File: src/rtl/exc_commit_ctrl.sv
// Commit sequencer between WB and the CSR file: exceptions, interrupts, ertn and
// CSR writes, owning the CSR write port and the refetch redirect toward pre-IF.
module exc_commit_ctrl #(
  parameter bit FLUSH_ON_CSRWR = 1'b1
) (
  input  logic        clk,
  input  logic        reset,
  input  logic        wb_valid,
  input  logic [31:0] wb_pc,
  input  logic [4:0]  wb_exc_vec,
  input  logic        wb_is_ertn,
  input  logic        wb_csr_we,
  input  logic [13:0] wb_csr_num,
  input  logic [31:0] wb_csr_wmask,
  input  logic [31:0] wb_csr_wvalue,
  input  logic        has_int,
  input  logic [31:0] ex_entry,
  input  logic [31:0] ertn_entry,
  output logic        csr_we,
  output logic [13:0] csr_num,
  output logic [31:0] csr_wmask,
  output logic [31:0] csr_wvalue,
  output logic        wb_ex,
  output logic [5:0]  wb_ecode,
  output logic [8:0]  wb_esubcode,
  output logic [31:0] ex_pc,
  output logic        ertn_flush,
  output logic        pipe_flush,
  output logic        redirect_valid,
  output logic [31:0] redirect_pc,
  input  logic        redirect_ready,
  output logic        busy
);

  localparam logic [5:0] ECODE_INT  = 6'h00;
  localparam logic [5:0] ECODE_ADEF = 6'h08;
  localparam logic [5:0] ECODE_ALE  = 6'h09;
  localparam logic [5:0] ECODE_SYS  = 6'h0B;
  localparam logic [5:0] ECODE_BRK  = 6'h0C;
  localparam logic [5:0] ECODE_INE  = 6'h0D;

  typedef enum logic {
    ST_IDLE  = 1'b0,
    ST_REDIR = 1'b1
  } state_t;

  state_t      r_state;
  state_t      w_state_nxt;
  logic [31:0] r_target;
  logic [31:0] w_target_nxt;

  logic        w_take;
  logic        w_is_int;
  logic        w_is_exc;
  logic        w_is_ertn;
  logic        w_is_csrw;
  logic        w_refetch_csr;
  logic [5:0]  w_exc_ecode;

  // Lowest set exception bit wins.
  always_comb begin
    w_exc_ecode = ECODE_INT;
    if (wb_exc_vec[0])      w_exc_ecode = ECODE_ADEF;
    else if (wb_exc_vec[1]) w_exc_ecode = ECODE_INE;
    else if (wb_exc_vec[2]) w_exc_ecode = ECODE_SYS;
    else if (wb_exc_vec[3]) w_exc_ecode = ECODE_BRK;
    else if (wb_exc_vec[4]) w_exc_ecode = ECODE_ALE;
  end

  // CSRs whose update changes fetch/translation behaviour for younger instructions.
  always_comb begin
    w_refetch_csr = 1'b0;
    case (wb_csr_num)
      14'h000, 14'h001, 14'h004, 14'h005, 14'h006, 14'h00C: w_refetch_csr = 1'b1;
      default:                                              w_refetch_csr = 1'b0;
    endcase
  end

  assign w_take    = !reset && (r_state == ST_IDLE) && wb_valid;
  assign w_is_int  = w_take && has_int;
  assign w_is_exc  = w_take && !has_int && (|wb_exc_vec);
  assign w_is_ertn = w_take && !has_int && !(|wb_exc_vec) && wb_is_ertn;
  assign w_is_csrw = w_take && !has_int && !(|wb_exc_vec) && !wb_is_ertn && wb_csr_we;

  always_comb begin
    w_state_nxt    = r_state;
    w_target_nxt   = r_target;
    csr_we         = 1'b0;
    csr_num        = '0;
    csr_wmask      = '0;
    csr_wvalue     = '0;
    wb_ex          = 1'b0;
    wb_ecode       = '0;
    wb_esubcode    = '0;
    ex_pc          = '0;
    ertn_flush     = 1'b0;
    pipe_flush     = 1'b0;
    redirect_valid = 1'b0;
    redirect_pc    = '0;
    busy           = 1'b0;

    case (r_state)
      ST_IDLE: begin
        if (w_is_int || w_is_exc) begin
          wb_ex        = 1'b1;
          wb_ecode     = w_is_int ? ECODE_INT : w_exc_ecode;
          ex_pc        = wb_pc;
          pipe_flush   = 1'b1;
          w_target_nxt = ex_entry;
          w_state_nxt  = ST_REDIR;
        end else if (w_is_ertn) begin
          ertn_flush   = 1'b1;
          pipe_flush   = 1'b1;
          w_target_nxt = ertn_entry;
          w_state_nxt  = ST_REDIR;
        end else if (w_is_csrw) begin
          csr_we     = 1'b1;
          csr_num    = wb_csr_num;
          csr_wmask  = wb_csr_wmask;
          csr_wvalue = wb_csr_wvalue;
          if (FLUSH_ON_CSRWR && w_refetch_csr) begin
            pipe_flush   = 1'b1;
            w_target_nxt = wb_pc + 32'd4;
            w_state_nxt  = ST_REDIR;
          end
        end
      end
      ST_REDIR: begin
        // Redirect handshake: the target is held until pre-IF takes it.
        if (!reset) begin
          redirect_valid = 1'b1;
          redirect_pc    = r_target;
          busy           = 1'b1;
          if (redirect_ready) begin
            w_state_nxt = ST_IDLE;
          end
        end
      end
      default: begin
        w_state_nxt = ST_IDLE;
      end
    endcase
  end

  always_ff @(posedge clk) begin
    if (reset) begin
      r_state  <= ST_IDLE;
      r_target <= '0;
    end else begin
      r_state  <= w_state_nxt;
      r_target <= w_target_nxt;
    end
  end

  a_commit_exclusive: assert property (@(posedge clk) disable iff (reset)
    !(wb_ex && ertn_flush));

  a_flush_single: assert property (@(posedge clk) disable iff (reset)
    pipe_flush |=> !pipe_flush);

endmodule
File: config.mk
export PLATFORM = sky130hd
export DESIGN_NAME = exc_commit_ctrl
export DESIGN_NICKNAME = d
export VERILOG_FILES = /design/src/rtl/exc_commit_ctrl.sv
export SDC_FILE = /design/constraint.sdc
export NUM_CORES = 1
export LEC_CHECK = 0
export CORE_AREA = 2 2 136 138
export CTS_CLUSTER_DIAMETER = 50
export DETAILED_ROUTE_END_ITERATION = 10
export DIE_AREA = 0 0 138 140
export HOLD_SLACK_MARGIN = 0.06
export PLACE_DENSITY = 0.61
export SLEW_MARGIN = 20
export SYNTH_ARGS = -nofsm -noshare
export SYNTH_HDL_FRONTEND = slang
export SYNTH_SLANG_ARGS = --single-unit
File: constraint.sdc
create_clock -name clk -period 2.8 [get_ports clk]
set_clock_uncertainty 0.1 [all_clocks]
set_input_delay 0.42 -clock clk [delete_from_list [all_inputs] [get_ports clk]]
set_output_delay 0.42 -clock clk [all_outputs]
set_load 0.01 [all_outputs]
Word level (Yosys, flattened, before mapping):

Index checks and enable logic that the tools add are counted.

* equality and inequality tests: 5
* muxes and demuxes: 47
* reductions and logical operators: 20
* add/subtract/negate cells: 1
* bitwise gates (word level): 1

Operator list (number)
* 2-to-1 mux 32 bit: 16
* 2-to-1 mux 14 bit: 4
* == test 14 x 3 -> 1 bit, second input constant: 3
* adder 32 x 3 -> 32 bit, second input constant: 1
* 2-to-1 mux 6 bit: 4
* 2-to-1 mux 1 bit: 18
* 2-to-1 mux 4 bit: 4
* == test 14 x 1 -> 1 bit, second input constant: 1
* == test 14 x 4 -> 1 bit, second input constant: 1
* logical NOT 14 bit: 1
* logical AND 1 bit: 9
* nonzero test 3 bit: 2
* OR reduction 6 bit: 1
* OR reduction 5 bit: 1
* logical NOT 1 bit: 4
* AND reduction 3 bit: 1
* one-hot mux 1 bit (2 select lines): 1
* logical OR 1 bit: 1
* inverter 1 bit: 1

* register bits after elaboration: 33
* logic and storage cells: 76
* output and inout bits: 163
* input port bits: 186

Logic depth before layout (Yosys ltp):

Gate-level depths: netlist (run 1).

* depth after elaboration: 11
* depth in mapped cells: 9
* mapped depth without buffers: 7

Worst setup path after synthesis (run 1):

Ideal clock, no wire load.

* kind: input-to-output
* start point: in reset
* end point: out ex_pc[0]
* stages: 7
* slack: 441 ps
* path buffers: 3
* arrival time: 1839 ps
* required time: 2280 ps
* path through: or3b_1 -> a21o_1 -> buf_2 -> inv_2 -> buf_2 -> clkbuf_1 -> and2_1

* longest elaborated chain between the ends: 8
* elaborated cells between the ends (all ways): 9
* those cells by class: 2 x mux; 7 x reduce/logical

RTL lines
* start: declaration: line 7 `input logic reset,`
* logical NOT 1 bit *
* logical AND 1 bit * (2 in a row): line 79 `assign w_take = !reset && (r_state == ST_IDLE) && wb_valid;`
* logical AND 1 bit (2 in a row): line 81 `assign w_is_exc = w_take && !has_int && (|wb_exc_vec);`
* logical OR 1 bit *: line 104 `if (w_is_int || w_is_exc) begin`
* 2-to-1 mux 32 bit *: line 104
* 2-to-1 mux 32 bit *: line 102 `case (r_state)`
* end: declaration: line 26 `output logic [31:0] ex_pc,`

Mark *: on every way between the ends. The rest lies on a longest branch, timed or not.

Worst setup path in the final report (run 1):

* start point: in wb_valid
* end point: out ex_pc[14]

* longest elaborated chain between the ends: 6
* elaborated cells between the ends (all ways): 7
* those cells by class: 2 x mux; 5 x reduce/logical

RTL lines
* start: declaration: line 8 `input logic wb_valid,`
* logical AND 1 bit *: line 79
* logical AND 1 bit (2 in a row): line 81
* logical OR 1 bit *: line 104
* 2-to-1 mux 32 bit *: line 104
* 2-to-1 mux 32 bit *: line 102

Marked as above.

==> run summary, run 1 <==
The flow ran to the end, and the final reports show no timing, DRC or antenna violations. Hold buffer count at cts: 0. The floorplan step set the die width to 138 um. The clock-pin slew on the worst setup and hold paths was 0.06 ns. During placement, the flow inserted port buffers numbering 337. The logs give 0.304 for the fraction of power consumed by sequential logic and 12 for the initial antenna violation count. Yosys attributes the largest share of cell area to sky130_fd_sc_hd__and2_1 (26%), sky130_fd_sc_hd__dfxtp_1 (19%), sky130_fd_sc_hd__a21oi_1 (4.5%). TritonCTS built the clock tree. The synthesized-area fraction occupied by adder cells is 0.00656. The critical path contains buffers and inverters numbering 5 combined. The DRC marker count from the first detailed-route iteration was 109; the relative area change from synthesis to final layout was 123%.

In this run the power spent charging and discharging nets is 0.494 mW. The die is 140 um tall. The final worst-path cycle share is 0.984, and the total of endpoints with negative setup slack in the final report is 0.

In this run the worst hold path is classified as reg -> reg. The peak supply drop came out at 0.166 mV. The critical path data arrival time is 2.23 ns, and the combined area of the multi-input logic cells is 2590 um2.

The total area inside the core boundary comes to 17800 um2. The post-synthesis xor/xnor area fraction was 0.0689; the via count was 4888. Internal power comes to 1.24 mW. The predominant post-synthesis flop cell is sky130_fd_sc_hd__dfxtp_1. In this run, CTS created clock tree buffers numbering 5. sky130_fd_sc_hd__and2_1 is the most common cell in the netlist. Final antenna-violating net count: 0. The weighted congestion reported at the end of routability-driven placement came out at 0.892. For this run, the slowest stage of the critical path takes 0.48 ns. STA classifies the critical path startpoint as an input pin.

The overall global routing resource usage is 0.209, and the final total power is 1.73 mW. The transition time at the pin with the least slew margin is 0.597 ns, and the highest attainable clock frequency is 363 MHz. Summing all flip-flop and latch instances after layout gives 661 um2. The path type of the worst setup path was in -> out. For this design the top-level I/O count stands at 349. The portion of synthesized cell area occupied by the leading cell type is 0.255, and the largest fanout on the critical path is 6. The starting density of the core was 0.193. No sink is reached through more buffers than the 2 on the longest clock path. Clock latency reported for the late side of the worst-skew pair: 0.28 ns.

After synthesis, the mean cell area works out to 7.20 um2. The run gives 4884 as the via count of the first global-routing pass. The synthesized design spends more area on one cell type than any other, namely sky130_fd_sc_hd__and2_1. The final number of hold-violating endpoints came out at 0. The total overflow left after global routing is 0. At the end of the flow, the number of nets in the layout was 1045. The fraction of power consumed by the clock network is 0.312.

Walking the worst path, the cells encountered are clkdlybuf4s50_1 > or3b_1 > a21o_1 > inv_4 > buf_4 > buf_6 > and2_1 > dlygate4sd2_1. The first TritonRoute pass finished after 5 iterations. Non-filler instance count after layout: 1099. For this block, the routed nets add up to 21700 um of wire. By area, the combinational part of the netlist is dominated by simple AND/OR/NAND/NOR gates. The tool flagged a number of max-cap violations equal to 0. The CTS H-tree depth came out at 2. The tools report the normalized max-slew margin as 0.600. The average wire length per cell after detail routing is 19.8 um, and the number of different library cells in the post-synthesis netlist is 55.

The die covers 19300 um2. The run gives 0 as the number of design rule violations left after detail routing. The share of synthesized area occupied by flip-flops and latches is 0.192, and the final-layout fill cell count is 1896. The global-route wire length before repair was 30600 um; the fraction of final layout cells with drive strength greater than 1 was 0.142. The root buffer selected by CTS was sky130_fd_sc_hd__clkbuf_16. For this run, the number of Yosys warnings is 0. By count the netlist is led by sky130_fd_sc_hd__and2_1 (140), sky130_fd_sc_hd__dfxtp_1 (33), sky130_fd_sc_hd__nor2_1 (33), sky130_fd_sc_hd__a21oi_1 (31), sky130_fd_sc_hd__nand2_1 (21). The final max-slew violation count was 0.

Setup repair after global routing could not meet its margin everywhere. The multiplexer share of the synthesized area is 0, and the post-detailed-route via-to-cell ratio is 4.45. The worst setup path is captured at an output pin.

The run gives 18300 um as the post-DP HPWL. The worst path in the final design needs a cycle of 2.75 ns, including I/O delays and setup. The synthesized-area fraction occupied by and/or/nand/nor cells is 0.470. The analysis attributes to cell leakage a power of 3.78 nW. The number of placement rows was 49.

The tools report the number of clock sinks as 33. Entering global routing, the biggest net connects 53 pins. Counting flops with a built-in enable in the synthesized netlist gives 0.

For this design the ratio of total power to cell area is 227 nW/um2. Synthesis handed over a netlist of 477 instances. The logic gate share of total power is 0.385. The number of cells after detailed placement is 1067, and the switching part of the total power is 0.285. The register bit total from synthesis works out to 33. At the worst endpoint, the required time is 2.28 ns. The synthesized netlist occupies a cell area of 3430 um2.

The synthesized-area fraction occupied by ao, oa, aoi and oai cells was 0.182. The largest individual stage delay along the critical path comes from the cell sky130_fd_sc_hd__clkdlybuf4s50_1. The share of flip-flops with an asynchronous set or reset was 0.

The critical path's top delay family was buffers and inverters.
==> kinds of logic (layout without fill, tap and decap cells) <==
group           after synthesis  after routing
flops                        33             33
simple gates                271            271
compound gates               92             92
xor+xnor                     27             27
fa+ha+maj                     2              2
buf+inv                      51            423
other cells                   1             22
==> power groups by stage <==
stage               clock network (mW)  registers [mW]  logic [mW]
floorplan                            0           0.532       0.220
finish                           0.541           0.527       0.667
global route                     0.583           0.531       0.720
detailed placement                   0           0.537       0.671
CTS                              0.565           0.526       0.666
global placement                     0           0.535       0.670
==> worst paths after layout <==
path,end,startpoint,slack [ns],cells after the start
setup / recovery,ex_pc[14],wb_valid,0.05,8
hold / removal,r_target[28]$_SDFFE_PP0P_,r_target[28]$_SDFFE_PP0P_,0.35,2
setup reg to reg,r_target[25]$_SDFFE_PP0P_,r_state$_SDFF_PP0_,0.53,9
hold reg to reg,r_target[28]$_SDFFE_PP0P_,r_target[28]$_SDFFE_PP0P_,0.35,2
==> worst min-delay path: cells and delay by family, from the launching register on <==
kind	cells	cell delay, ns
DFF	1	0.32
and+or+nand+nor	2	0.10
==> flip-flops by register name (all words and copies together) (netlist names) <==
signal / cells
r_target: 32
r_state: 1
==> area by class of cell <==
class	instances	area share
clock inverter	2	0.00131
sequential	33	0.0865
antenna	11	0.00360
tap	229	0.0375
inverter	10	0.00524
multi-input combinational	403	0.339
timing repair buffer	405	0.510
clock buffer	6	0.0169
==> cell usage in the layout, fill, tap and decap left out, types with 5 or more instances in the layout <==
cell,instances
sky130_fd_sc_hd__a211oi_1,11
sky130_fd_sc_hd__a21oi_1,31
sky130_fd_sc_hd__a221o_1,7
sky130_fd_sc_hd__and2_1,140
sky130_fd_sc_hd__buf_12,5
sky130_fd_sc_hd__buf_2,5
sky130_fd_sc_hd__buf_4,55
sky130_fd_sc_hd__buf_6,8
sky130_fd_sc_hd__clkbuf_16,6
sky130_fd_sc_hd__clkbuf_2,13
sky130_fd_sc_hd__clkdlybuf4s15_1,14
sky130_fd_sc_hd__clkdlybuf4s50_1,214
sky130_fd_sc_hd__conb_1,11
sky130_fd_sc_hd__dfxtp_1,33
sky130_fd_sc_hd__diode_2,11
sky130_fd_sc_hd__dlygate4sd2_1,61
sky130_fd_sc_hd__dlymetal6s2s_1,29
sky130_fd_sc_hd__inv_1,7
sky130_fd_sc_hd__nand2_1,20
sky130_fd_sc_hd__nand3_1,13
sky130_fd_sc_hd__nand4_1,9
sky130_fd_sc_hd__nor2_1,31
sky130_fd_sc_hd__nor3_1,17
sky130_fd_sc_hd__nor4_1,5
sky130_fd_sc_hd__o21ai_0,13
sky130_fd_sc_hd__o22ai_1,7
sky130_fd_sc_hd__xnor2_1,16
sky130_fd_sc_hd__xor2_1,11
==> what timing repair did <==
action / in CTS / in global routing
buffers inserted: 6 / 4
resized for setup: 113 / 89
cloned: 0 / 4
pin swaps: 3 / 5
endpoints found under the setup margin: 119 / 118
==> layer usage <==
metal  vias to the layer above  global-route usage  wire, um
met5                         -                   0        13
met1                      2241               0.251      8850
met3                        21              0.0427      1280
met2                       214               0.356     11100
li1                       2410                   -         -
met4                         2               0.102       439
==> metrics by stage <==
stage | hold slack, ns | utilization | setup slack [ns] | instance area [um2] | setup TNS [ns]
final | 0.352 | 0.430 | 0.0453 | 7640 | 0
after global routing | 0.377 | 0.430 | -0.0219 | 7640 | -0.233
after CTS | 0.350 | 0.419 | -0.184 | 7450 | -3.88
after detailed placement | 0.337 | 0.414 | -0.317 | 7360 | -26.88
after global placement | 0.330 | 0.414 | -0.339 | 7360 | -28.82
after floorplan | 0.317 | - | 0.441 | 3470 | 0
Note: power is estimated with default switching activity, not from simulation.
==> inputs of run 2 (changes only) <==
--- a/config.mk
+++ b/config.mk
@@ -9,9 +9,8 @@
 export CTS_CLUSTER_DIAMETER = 50
 export DETAILED_ROUTE_END_ITERATION = 10
 export DIE_AREA = 0 0 138 140
-export HOLD_SLACK_MARGIN = 0.06
+export HOLD_SLACK_MARGIN = 0.1
 export PLACE_DENSITY = 0.61
-export SLEW_MARGIN = 20
 export SYNTH_ARGS = -nofsm -noshare
 export SYNTH_HDL_FRONTEND = slang
 export SYNTH_SLANG_ARGS = --single-unit
==> constraint.sdc (replaced) <==
create_clock -name clk -period 2.6 [get_ports clk]
set_clock_uncertainty 0.1 [all_clocks]
set_input_delay 0.39 -clock clk [delete_from_list [all_inputs] [get_ports clk]]
set_output_delay 0.39 -clock clk [all_outputs]
set_load 0.01 [all_outputs]
==> run 2 against run 1 <==
Cell area up 0.82%. Via count up 1.4%. Highest routed layer unchanged. Combinational power up 12%. Largest cell class unchanged.
==> run summary, run 2 (same netlist as run 1, synthesis figures left out) <==
The register with the most flip-flops in the layout has 32 of them. Across all setup checks in the final design, the least slack found is 0.0389 ns. Port buffering added 337 buffers. The min-delay analysis places its worst path in the category reg -> reg. The number of cells on the worst reg-to-reg path is 9. The run gives 18500 um as the post-DP HPWL. The run gives 349 as the top-level port count.

The worst setup path is launched from an input pin. Setup repair after global routing could not meet its margin everywhere. Leaving out fill and tap cells, the most frequent cells in the layout are sky130_fd_sc_hd__clkdlybuf4s50_1 (206), sky130_fd_sc_hd__and2_1 (140), sky130_fd_sc_hd__dlygate4sd2_1 (98). Highest attainable clock frequency: 390 MHz.

The setup slack at placement is -0.472 ns. TritonCTS built the clock tree. Final antenna-violating net count: 0.

Wires add up to 21800 um. The finished cells cover 7700 um2. The logs give 5 for the number of buffers created by CTS and 0.28 ns for the clock latency reported for the late side of the worst-skew pair.

The number of max-capacitance violations reported came out at 0. The fraction of power consumed by sequential logic came out at 0.299. The worst-case IR drop observed on VDD is 0.210 mV. Power comes to 1.90 mW. The run gives 0.310 as the fraction of power consumed by the clock network. Entering global routing, the biggest net connects 53 pins. The overall global routing resource usage was 0.214. Via count: 4958. Setup violations remaining at the end of the flow were counted as 0. Post-detailed-placement cell area: 7450 um2. In this run the clock root is driven by a sky130_fd_sc_hd__clkbuf_16. Counting flops per register, the top entry is r_target. The initial antenna violation count is 10. The layout has 1886 filler cells.

The weighted congestion reported at the end of routability-driven placement was 0.888. Hold timing on the final database bottoms out at a slack of 0.357 ns. After detailed routing, the number of remaining DRC violations is 0.

The number of nets in the final layout is 1057. The setup path with the least slack is of type in -> out. The run gives 4937 as the via count of the first global-routing pass.

Post-layout utilization of the core: 0.433. Most common cell after layout, fill and taps aside: sky130_fd_sc_hd__clkdlybuf4s50_1. The die covers 19300 um2. In this run the most critical hold path is launched from r_target[28]$_SDFFE_PP0P_. In this run the power density over the cells is 246 nW/um2. The horizontal extent of the die works out to 138 um.

The static leakage is 3.77 nW. The final number of hold-violating endpoints came out at 0. The detailed router finished its first iteration with 146 violations. The relative area change from synthesis to final layout was 124%. Transition time at the pin with the least slew margin: 0.530 ns. The number of placement rows is 49, and the final max-slew violation count is 0.

The internal portion of total power is 1.36 mW, and the clock-pin slew on the worst setup and hold paths is 0.05 ns. For the worst setup path, the data arrival time is 2.07 ns. For hold timing, the worst endpoint is r_target[28]$_SDFFE_PP0P_. The logic gate share of total power came out at 0.392. The setup check on the worst reg-to-reg path leaves a slack of 0.33 ns. The final worst-path cycle share came out at 0.985. The post-detailed-route via-to-cell ratio is 4.47, and the fraction of final layout cells with drive strength greater than 1 is 0.147.

The total grt overflow was 0; the largest fanout on the critical path was 8. After detailed routing, the average wire length per cell comes to 19.7 um. The normalized max-slew margin was 0.643.

In this run the critical register-to-register path is captured at r_target[31]$_SDFFE_PP0P_. The tools report the element type at the critical path end as an output pin. For this run, the detailed router's first-pass iteration total came to 8.

Counting instances, the worst hold path has a depth of 2. The largest registers in the layout are r_target (32), r_state (1). The tools report the buffer levels on the longest clock path as 2. The core region is 17800 um2.

From bottom edge to top edge, the die measures 140 um. The tree built by TritonCTS fans out to 33 sinks. The switching part of the total power came out at 0.286. The worst register-to-register path begins at r_state$_SDFF_PP0_.

For the CTS H-tree depth, the log shows 2. The flow ran to the end, and the final reports show no timing, DRC or antenna violations. The minimum period implied by the final worst setup slack was 2.56 ns. The run gives 0.543 mW as the switching component of the power. The starting density of the core was 0.193.

Data on the critical path is required at its endpoint by 2.11 ns. In this run, post-CTS hold repair placed 0 buffers. The first global-routing pass estimated 31100 um of wire.
run 2: changes by cell type in the layout (fill, tap and decap cells not counted), moves of 2 or more:
cell	change
sky130_fd_sc_hd__clkdlybuf4s50_1	-8
sky130_fd_sc_hd__clkdlybuf4s15_1	-10
sky130_fd_sc_hd__buf_2	+3
sky130_fd_sc_hd__dlygate4sd2_1	+37
sky130_fd_sc_hd__buf_6	-7
sky130_fd_sc_hd__dlymetal6s2s_1	-12
sky130_fd_sc_hd__diode_2	-3
sky130_fd_sc_hd__clkdlybuf4s15_2	+2
sky130_fd_sc_hd__buf_8	+2
sky130_fd_sc_hd__clkbuf_2	-11
sky130_fd_sc_hd__buf_4	+15
run 2: worst max-delay path, stage by stage:
cell	delay (ns)
sky130_fd_sc_hd__dlygate4sd2_1	0.25
sky130_fd_sc_hd__or3b_1	0.41
sky130_fd_sc_hd__a21o_1	0.23
sky130_fd_sc_hd__inv_4	0.11
sky130_fd_sc_hd__buf_8	0.12
sky130_fd_sc_hd__buf_4	0.11
sky130_fd_sc_hd__buf_6	0.10
sky130_fd_sc_hd__and2_1	0.13
sky130_fd_sc_hd__clkdlybuf4s15_2	0.22
run 2: what timing repair did:
action | CTS | global route
gates cloned | 1 | 1
buffers inserted | 10 | 1
gates resized for setup | 155 | 29
setup endpoints to repair | 156 | 30
pin swaps | 4 | 3
run 2: power groups by stage:
stage                     Sequential, mW  Clock, mW  Combinational, mW
after floorplan                    0.573          0              0.237
after global placement             0.577          0              0.736
after detailed placement           0.578          0              0.738
after CTS                          0.567      0.613              0.751
after global routing               0.572      0.633              0.805
final                              0.567      0.588              0.744
run 2: worst max-delay path by stage:
| stage | start | end | slack (ns) | depth (start not counted) |
|---|---|---|---|---|
| floorplan | reset | ex_pc[0] | 0.30 | 7 |
| global placement | has_int | pipe_flush | -0.48 | 7 |
| detailed placement | has_int | pipe_flush | -0.47 | 7 |
| finish | reset | ex_pc[8] | 0.04 | 9 |
| CTS | reset | csr_wvalue[14] | -0.08 | 8 |
| global route | reset | csr_wvalue[20] | -0.04 | 9 |
run 2: routing by layer:
| metal | vias up | track usage | wire length [um] |
|---|---|---|---|
| met1 | 2280 | 0.248 | 8710 |
| met5 | - | 0 | 13 |
| li1 | 2429 | - | - |
| met2 | 228 | 0.396 | 11200 |
| met4 | 2 | 0.0602 | 413 |
| met3 | 19 | 0.0448 | 1430 |
run 2: per-stage QoR:
step / TNS, ns / cells
after floorplan: 0 / 487
after global placement: -52.03 / 1079
after detailed placement: -54.12 / 1079
after CTS: -0.628 / 1098
after global routing: -0.123 / 1107
final: 0 / 1108
run 2: cell type report:
type / instances / area (um2) / area share
clock inverter: 2 / 10.0 / 0.00130
multi-input combinational: 403 / 2590 / 0.336
antenna: 8 / 20.0 / 0.00260
inverter: 10 / 40.0 / 0.00520
clock buffer: 6 / 129 / 0.0167
tap: 229 / 287 / 0.0372
timing repair buffer: 417 / 3970 / 0.515
sequential: 33 / 661 / 0.0858
